<file path="src/rtl/mem_arb_pkg.sv">
// Shared constants, id-width helper and tag type for the memory port arbiter.
package mem_arb_pkg;

    localparam int MAX_REQ = 8;

    function automatic int req_id_w(input int n);
        return (n <= 2) ? 1 : $clog2(n);
    endfunction

    typedef struct packed {
        logic       valid;
        logic [2:0] id;
    } tag_t;

endpackage

</file>
<file path="src/rtl/mem_port_arbiter_rr_arbiter.sv">
// Combinational round-robin picker: first valid requester at or after ptr_i.
module rr_arbiter
    import mem_arb_pkg::*;
#(
    parameter int NUM_REQ = 3
) (
    input  logic [NUM_REQ-1:0]               valid_i,
    input  logic                             en_i,
    input  logic [req_id_w(NUM_REQ)-1:0]     ptr_i,
    output logic [NUM_REQ-1:0]               grant_o,
    output logic [req_id_w(NUM_REQ)-1:0]     id_o
);

    localparam int IDW = req_id_w(NUM_REQ);

    logic           found;
    int             scanIdx;
    logic [IDW-1:0] scanBits;

    always_comb begin
        grant_o  = '0;
        id_o     = '0;
        found    = 1'b0;
        scanIdx  = 0;
        scanBits = '0;
        for (int k = 0; k < NUM_REQ; k++) begin
            scanIdx  = (int'(ptr_i) + k) % NUM_REQ;
            scanBits = IDW'(scanIdx);
            if (!found && valid_i[scanBits]) begin
                found = 1'b1;
                id_o  = scanBits;
            end
        end
        if (found && en_i) begin
            grant_o[id_o] = 1'b1;
        end
    end

endmodule

</file>
<file path="src/rtl/mem_port_arbiter.sv">
// Round-robin arbiter sharing one memory port, with a fixed-latency read tag pipe.
// Optional performance counters are built when ARB_PERF_CNT_EN is defined.
module mem_port_arbiter
    import mem_arb_pkg::*;
#(
    parameter int NUM_REQ        = 3,
    parameter int ADDRESS_WIDTH  = 13,
    parameter int DATA_WIDTH     = 32,
    parameter int BANKING_FACTOR = 1,
    parameter int MEM_LATENCY    = 3
) (
    input  logic                                     clk,
    input  logic                                     rst,
    input  logic                                     arb_en,
    input  logic [NUM_REQ-1:0]                       req_valid,
    input  logic [NUM_REQ-1:0]                       req_write,
    input  logic [NUM_REQ*ADDRESS_WIDTH-1:0]         req_addr,
    input  logic [NUM_REQ*BANKING_FACTOR*DATA_WIDTH-1:0] req_wdata,
    output logic [NUM_REQ-1:0]                       req_ready,
    output logic [NUM_REQ-1:0]                       resp_valid,
    output logic [BANKING_FACTOR*DATA_WIDTH-1:0]     resp_data,
    output logic [ADDRESS_WIDTH-1:0]                 mem_req_addr,
    output logic [BANKING_FACTOR*DATA_WIDTH-1:0]     mem_req_data,
    output logic                                     mem_read_en,
    output logic                                     mem_write_en,
    input  logic [BANKING_FACTOR*DATA_WIDTH-1:0]     mem_resp_data,
`ifdef ARB_PERF_CNT_EN
    input  logic                                     perf_clr,
    output logic [NUM_REQ*16-1:0]                    perf_grant_cnt,
    output logic [NUM_REQ*16-1:0]                    perf_stall_cnt,
`endif
    output logic                                     busy
);

    localparam int BW  = BANKING_FACTOR * DATA_WIDTH;
    localparam int IDW = req_id_w(NUM_REQ);

    logic [IDW-1:0]           rrPtr_q, rrPtr_d;
    logic [IDW-1:0]           grantId;
    logic                     handshake;
    logic [ADDRESS_WIDTH-1:0] addrArr [NUM_REQ];
    logic [BW-1:0]            dataArr [NUM_REQ];

    logic [ADDRESS_WIDTH-1:0] memAddr_q, memAddr_d;
    logic [BW-1:0]            memData_q, memData_d;
    logic                     memRd_q, memRd_d;
    logic                     memWr_q, memWr_d;
    logic [2:0]               issueId_q, issueId_d;

    tag_t                     tagPipe_q [MEM_LATENCY];
    tag_t                     tagIn;
    tag_t                     tail;

    rr_arbiter #(.NUM_REQ(NUM_REQ)) u_rr (
        .valid_i (req_valid),
        .en_i    (arb_en),
        .ptr_i   (rrPtr_q),
        .grant_o (req_ready),
        .id_o    (grantId)
    );

    // The arbiter only raises a ready bit for a valid requester, so any ready is a handshake.
    assign handshake = |req_ready;

    always_comb begin
        for (int i = 0; i < NUM_REQ; i++) begin
            addrArr[i] = req_addr[i*ADDRESS_WIDTH +: ADDRESS_WIDTH];
            dataArr[i] = req_wdata[i*BW +: BW];
        end
    end

    always_comb begin
        rrPtr_d   = rrPtr_q;
        memAddr_d = '0;
        memData_d = '0;
        memRd_d   = 1'b0;
        memWr_d   = 1'b0;
        issueId_d = '0;
        if (handshake) begin
            rrPtr_d   = (grantId == IDW'(NUM_REQ-1)) ? '0 : grantId + IDW'(1);
            memAddr_d = addrArr[grantId];
            memData_d = dataArr[grantId];
            memRd_d   = !req_write[grantId];
            memWr_d   = req_write[grantId];
            issueId_d = 3'(grantId);
        end
    end

    always_ff @(posedge clk) begin
        if (rst) begin
            rrPtr_q   <= '0;
            memAddr_q <= '0;
            memData_q <= '0;
            memRd_q   <= 1'b0;
            memWr_q   <= 1'b0;
            issueId_q <= '0;
        end else begin
            rrPtr_q   <= rrPtr_d;
            memAddr_q <= memAddr_d;
            memData_q <= memData_d;
            memRd_q   <= memRd_d;
            memWr_q   <= memWr_d;
            issueId_q <= issueId_d;
        end
    end

    assign mem_req_addr = memAddr_q;
    assign mem_req_data = memData_q;
    assign mem_read_en  = memRd_q;
    assign mem_write_en = memWr_q;

    // The pipe starts one edge after the strobe, so its tail lines up with the memory data.
    always_comb begin
        tagIn       = '0;
        tagIn.valid = memRd_q;
        tagIn.id    = issueId_q;
        tail        = tagPipe_q[MEM_LATENCY-1];
    end

    always_ff @(posedge clk) begin
        if (rst) begin
            for (int k = 0; k < MEM_LATENCY; k++) tagPipe_q[k] <= '0;
        end else begin
            tagPipe_q[0] <= tagIn;
            for (int k = 1; k < MEM_LATENCY; k++) tagPipe_q[k] <= tagPipe_q[k-1];
        end
    end

    always_comb begin
        resp_valid = '0;
        resp_data  = '0;
        busy       = memRd_q;
        for (int i = 0; i < NUM_REQ; i++) begin
            resp_valid[i] = tail.valid && (tail.id == 3'(i));
        end
        if (tail.valid) resp_data = mem_resp_data;
        for (int k = 0; k < MEM_LATENCY; k++) busy = busy | tagPipe_q[k].valid;
    end

`ifdef ARB_PERF_CNT_EN
    logic [15:0] grantCnt_q [NUM_REQ];
    logic [15:0] stallCnt_q [NUM_REQ];

    always_ff @(posedge clk) begin
        if (rst || perf_clr) begin
            for (int i = 0; i < NUM_REQ; i++) begin
                grantCnt_q[i] <= '0;
                stallCnt_q[i] <= '0;
            end
        end else begin
            for (int i = 0; i < NUM_REQ; i++) begin
                if (req_valid[i] && req_ready[i] && grantCnt_q[i] != 16'hFFFF)
                    grantCnt_q[i] <= grantCnt_q[i] + 16'd1;
                if (req_valid[i] && !req_ready[i] && stallCnt_q[i] != 16'hFFFF)
                    stallCnt_q[i] <= stallCnt_q[i] + 16'd1;
            end
        end
    end

    always_comb begin
        perf_grant_cnt = '0;
        perf_stall_cnt = '0;
        for (int i = 0; i < NUM_REQ; i++) begin
            perf_grant_cnt[i*16 +: 16] = grantCnt_q[i];
            perf_stall_cnt[i*16 +: 16] = stallCnt_q[i];
        end
    end
`endif

endmodule

</file>
<file path="config.mk">
export PLATFORM = sky130hd
export DESIGN_NAME = mem_port_arbiter
export DESIGN_NICKNAME = d
export VERILOG_FILES = /design/src/rtl/mem_arb_pkg.sv /design/src/rtl/mem_port_arbiter_rr_arbiter.sv /design/src/rtl/mem_port_arbiter.sv
export SDC_FILE = /design/constraint.sdc
export NUM_CORES = 1
export LEC_CHECK = 0
export ABC_AREA = 1
export CAP_MARGIN = 20
export CORE_AREA = 2 2 102 104
export CTS_CLUSTER_SIZE = 14
export DETAILED_ROUTE_END_ITERATION = 12
export DIE_AREA = 0 0 104 106
export DONT_BUFFER_PORTS = 1
export PLACE_DENSITY = 0.53
export SYNTH_ARGS = -nofsm -noshare
export SYNTH_HDL_FRONTEND = slang
export SYNTH_SLANG_ARGS = --single-unit
</file>
<file path="constraint.sdc">
create_clock -name clk -period 2.65 [get_ports clk]
set_input_delay 0.6625 -clock clk [delete_from_list [all_inputs] [get_ports clk]]
set_output_delay 0.6625 -clock clk [all_outputs]
set_load 0.05 [all_outputs]
</file>
Word level (Yosys, flattened, before mapping) --
Memories as Yosys holds them, arrays and structs flattened. Cells that the tools add are included.
Operators by class: $add $sub $neg 3, multipliers 0, divide/modulo/power cells 3, $lt $le $gt $ge 6, eq/ne operators 3, shift operators 0, multiplexer cells 31, bitwise logic cells 8, reduce and logical (&&, ||, !) cells 13
Operator list (number):
- 2-to-1 mux 32 bit | 3
- binary-select mux 32 bit (select 2 bit) | 1
- modulo 32 x 3 -> 32 bit, second input constant | 2
- modulo 3 x 3 -> 32 bit, second input constant | 1
- binary-select mux 13 bit (select 2 bit) | 1
- 2-to-1 mux 13 bit | 2
- < comparator 2 x 3 -> 1 bit, second input constant | 4
- 2-to-1 mux 4 bit | 3
- 2-to-1 mux 1 bit | 11
- binary-select mux 1 bit (select 2 bit) | 4
- 2-to-1 mux 2 bit | 4
- logical AND 1 bit | 7
- bitwise OR 1 bit | 6
- adder 2 x 1 -> 3 bit, second input constant | 1
- adder 2 x 2 -> 3 bit, second input constant | 1
- == test 3 x 1 -> 1 bit, second input constant | 1
- == test 3 x 2 -> 1 bit, second input constant | 1
- >= comparator 3 bit, second input constant | 1
- logical NOT 1 bit | 3
- logical NOT 3 bit | 1
- 2-to-1 mux 3 bit | 1
- NOT 2 -> 3 bit | 1
- OR reduction 3 bit | 1
- adder 2 x 1 -> 2 bit, second input constant | 1
- other kinds (5) | 5
Storage, ports and cells: register bits 52, latch bits 0, memory bits (writable) 12, bits in read-only memories 0, input port bits 176, output and inout bits 86, logic and storage cells 75, memories kept 1
Memories:
- tagPipe_q | depth 3, width 4, read ports 3, clocked after memory_dff 0, write ports 3, RTL line mem_port_arbiter.sv:50 | tag_t tagPipe_q [MEM_LATENCY];

Depth between registers and ports, before layout --
depth after elaboration 18, depth in mapped cells 16, mapped depth without buffers 14

By module --
From an unflattened synthesis, not the netlist that was laid out.
Unflattened totals: cell total of the unflattened synthesis 533, area, all modules 3375.7 um^2
Modules (own cells, without submodules):
- mem_port_arbiter | times used 1, cells an instance 480, area each 3080.5 um^2
- rr_arbiter | times used 1, cells an instance 53, area each 295.3 um^2

Worst setup path after synthesis --
No wires, ideal clock.
kind register -> output, start reg rrPtr_q[0], end out req_ready[2], arrival time 2.185 ns, data required time 1.987 ns, path slack -0.198 ns, cell stages (with the launch flop) 12, path buffers 1, path through dfxtp_1 -> inv_1 -> ha_1 -> inv_2 -> nand3_1 -> nand2_1 -> nor2_4 -> nand3_1 -> nand2_1 -> nand2_2 -> buf_2 -> nor2_1
Between the ends: cells in the longest elaborated chain, start to end 15, elaborated cells between the ends (all ways) 28, classes of those cells add/sub: 2; div: 3; order compare: 2; mux: 15; reduce/logical: 6
RTL lines:
- start, declared | RTL line mem_port_arbiter.sv:38 | logic [IDW-1:0] rrPtr_q, rrPtr_d;
- start signal, assigned | RTL line mem_port_arbiter.sv:98 | rrPtr_q <= rrPtr_d;
- parallel branches: the longest is 14 deep, another holds modulo 32 x 3 -> 32 bit
- 2-to-1 mux 3 bit * | RTL line mem_port_arbiter_rr_arbiter.sv:34 | if (found && en_i) begin
- end, declared | RTL line mem_port_arbiter.sv:19 | output logic [NUM_REQ-1:0] req_ready,
Every way passes the cells marked *. The select of a mux whose other input is x is not followed.

Worst setup path after layout --
start reg rrPtr_q[0], end out req_ready[0]
Same word-level chain as after synthesis.

==> parameters.txt <==
Parameter                              Value

Global routing
  Congestion Overflow GR    0
  Global-route wire length before repair    16900 um
  Antenna violations before repair    0
  Number of global-route vias before repair    3297
  Global routing usage on met2    32.3%
  GR Layer Usage met3    5.82%
  Met1 global-route usage    22.9%
  Gr busiest metal    met2
  Maximum number of pins on one net before global-route repair    92
  Total track usage    19.0%

Worst setup path
  Worst flop-to-flop path endpoint    mem_req_data[20]
  Crit path capture    req_ready[0]
  Register-to-register setup slack    180 ps
  Max Fanout on Critical Path    7
  Crit path cell chain    buf_4 -> ha_4 -> inv_1 -> nand2_1 -> nand3_2 -> nand2_4 -> nand2_1 -> o21ai_1 -> inv_1 -> nand3_4 -> inv_2 -> nand2_2 -> inv_2 -> buf_12
  Required time of the critical path    1990 ps
  Startpoint types    register
  Worst R2R Start    rrPtr_q[0]
  Critical path's slowest cell    sky130_fd_sc_hd__dfxtp_2
  Arrival time at the worst endpoint    2000 ps
  Largest stage delay on the critical path    330 ps
  Critical path launch point    rrPtr_q[0]
  Critical path start-end classification    reg -> out
  Depth of the most critical reg-to-reg path    14
  Category of the worst setup path capture point    primary output

Route
  Antenna violation net count after detailed routing    0
  Routed via count    3732
  Number of remaining DRC errors    0
  Detailed-router iteration count before antenna repair    6
  Detail-routed via count per cell    5.11
  Detailed Route Iter0 Violations    331
  Post-DR wirelength/cell    16.4 um
  Routed wire length    12000 um

Logic synthesis
  Average cell area after synthesis    6.43 um2
  Mapped Area    3760 um2
  Post-synthesis sequential area ratio    31.9%
  Number of synthesis warnings    0
  Nets in the synthesized netlist    765
  Flip-flop and latch count after synthesis    60
  Count of cell types in the netlist    27
  Syn Inst Count    585

Cells and area
  Most frequent cells in the layout    sky130_fd_sc_hd__nand2_1 (139), sky130_fd_sc_hd__inv_1 (100), sky130_fd_sc_hd__dfxtp_1 (58)
  Antenna diodes    0
  Layout Utilization    43.8%
  Synthesis-to-layout area growth    16.3%
  Area taken by flip-flops and latches    1200 um2
  Area of the multi-input gates    2000 um2
  Share of final-layout standard cells stronger than drive strength 1    15.8%
  Net count, final    770
  Design area    4380 um2
  Post-route insts no fill    731
  Most common cell after layout, fill and taps aside    sky130_fd_sc_hd__nand2_1
  Number of filler instances in the final layout    1070

Timing
  Setup Skew    10.5 ps
  Max-slew violation count    0
  Worst Tran Pin Value    616 ps
  Max transition margin    58.8%
  Final cycle utilization of the critical path    101%
  Min Clock Period, post-route    2670 ps
  Final hold slack    384 ps
  Final hold vios    0
  RSZ-0062 raised after global routing    yes
  Achievable Freq    375 MHz
  Number of endpoints failing setup at the final stage    1
  Minimum setup slack in the final design    -17.4 ps

Floorplan
  Top Ports    262
  Number of rows created at floorplan    37
  Core region area    10000 um2
  Horizontal die dimension    104 um
  Initial cell density of the core    37.6%
  Die Height    106 um
  Die outline area    11000 um2

Clock network
  Root Buffer    sky130_fd_sc_hd__clkbuf_8
  TritonCTS clock tree    built
  Clk slew on worst S/H paths    70 ps
  Post-CTS Hold Buffers    0
  Total clock sinks    60
  Largest buffer count on any clock path    2
  Number of CTS-inserted buffers    9
  Clk_lat worst skew    330 ps
  Total number of H-tree levels    3

Place
  Routability cong.    0.907
  Number of port buffers    0
  Detailed placer's ending HPWL    7620 um
  Instance area at placement    3870 um2
  Placed Cells    697

Flow run
  Number of maximum-capacitance constraint violations    0

Power
  Pwr Density    1610 nW/um2
  Leakage power figure    2.33 nW
  IR drop worst, VDD    761 uV

Outcome
  Status    finished, violations left
  Failing checks    setup timing

Min path
  Type of the worst min-delay path    in -> reg
## stage by stage
step	setup slack [ps]	total power, mW	TNS [ps]
finish	-17.4	7.03	-17.4
global route	-167	7.56	-418
CTS	-34.0	6.99	-34.0
detailed placement	24.8	5.87	0
global placement	121	5.83	0
floorplan	31.3	5.33	0
## final cells by class
type	instances	area share, %
multi-input combinational	376	45.7
timing repair buffer	34	8.80
inverter	109	9.52
tap	136	3.89
clock inverter	4	1.09
clock buffer	12	3.54
sequential	60	27.5
## critical path: cells and delay by family, from the launching register on
family	cells	cell delay [ps]
compound gates	1	80
fa+ha+maj	1	190
buf+inv	6	610
flops	1	330
simple gates	6	460
## cell families (layout without fill, tap and decap cells)
logic type                 after synthesis  after routing  share of synthesized area (%)
buffers and inverters                  149            159                           17.5
and+or+nand+nor                        275            275                           33.3
DFF                                     60             60                           31.9
adders and majority gates                4              4                           1.33
AOI/OAI and AO/OA                       97             97                           16.0
## synth_stat cells (all sizes together)
cell | n | area share, %
dfxtp | 60 | 32
a21oi | 48 | 6.4
o21a | 45 | 9.0
inv | 109 | 11
clkbuf | 5 | 0.50
nand4 | 4 | 0.83
nand3b | 2 | 0.40
ha | 4 | 1.3
buf | 35 | 6.1
nand3 | 59 | 8.4
o21ai | 4 | 0.63
nand2 | 149 | 15
nor3 | 3 | 0.53
nor2 | 58 | 7.8
## worst min-delay path by stage
stage	cells past startpoint	to	slack (ps)	start
after global routing	1	rrPtr_q[1]	350	rst
after floorplan	2	tagPipe_q[0][0]	390	issueId_q[0]
after global placement	2	tagPipe_q[0][0]	390	issueId_q[0]
after detailed placement	2	tagPipe_q[0][4]	390	tagPipe_q[0][0]
final	1	rrPtr_q[1]	380	rst
after CTS	1	rrPtr_q[1]	350	rst
## flip-flops by register name, indices dropped and copies added (netlist names)
name and flops:
mem_write_en 1, mem_read_en 1, issueId_q 2, rrPtr_q 2, mem_req_addr 13, tagPipe_q 9
mem_req_data 32
## layer usage
metal | vias up | wire length, um | part of all wire, %
li1 | 1798 | - | -
met1 | 1721 | 4880 | 41
met2 | 191 | 5950 | 50
met3 | 22 | 936 | 7.8
met4 | 0 | 206 | 1.7
met5 | - | 0 | 0
## timing repair
item,4_1_cts,5_1_grt
setup buffers,14,1
cloned,0,4
endpoints found under the setup margin,3,50
pin swaps,12,8
hold endpoints to repair,0,0
gates resized for setup,23,9
## report_power, final
part           switching [mW]  internal [mW]  leakage (nW)
Sequential               1.22           1.25         0.491
Clock                   0.363          0.483         0.102
Combinational            2.23           1.49          1.73
No activity file was read; power rests on OpenSTA's default activity.
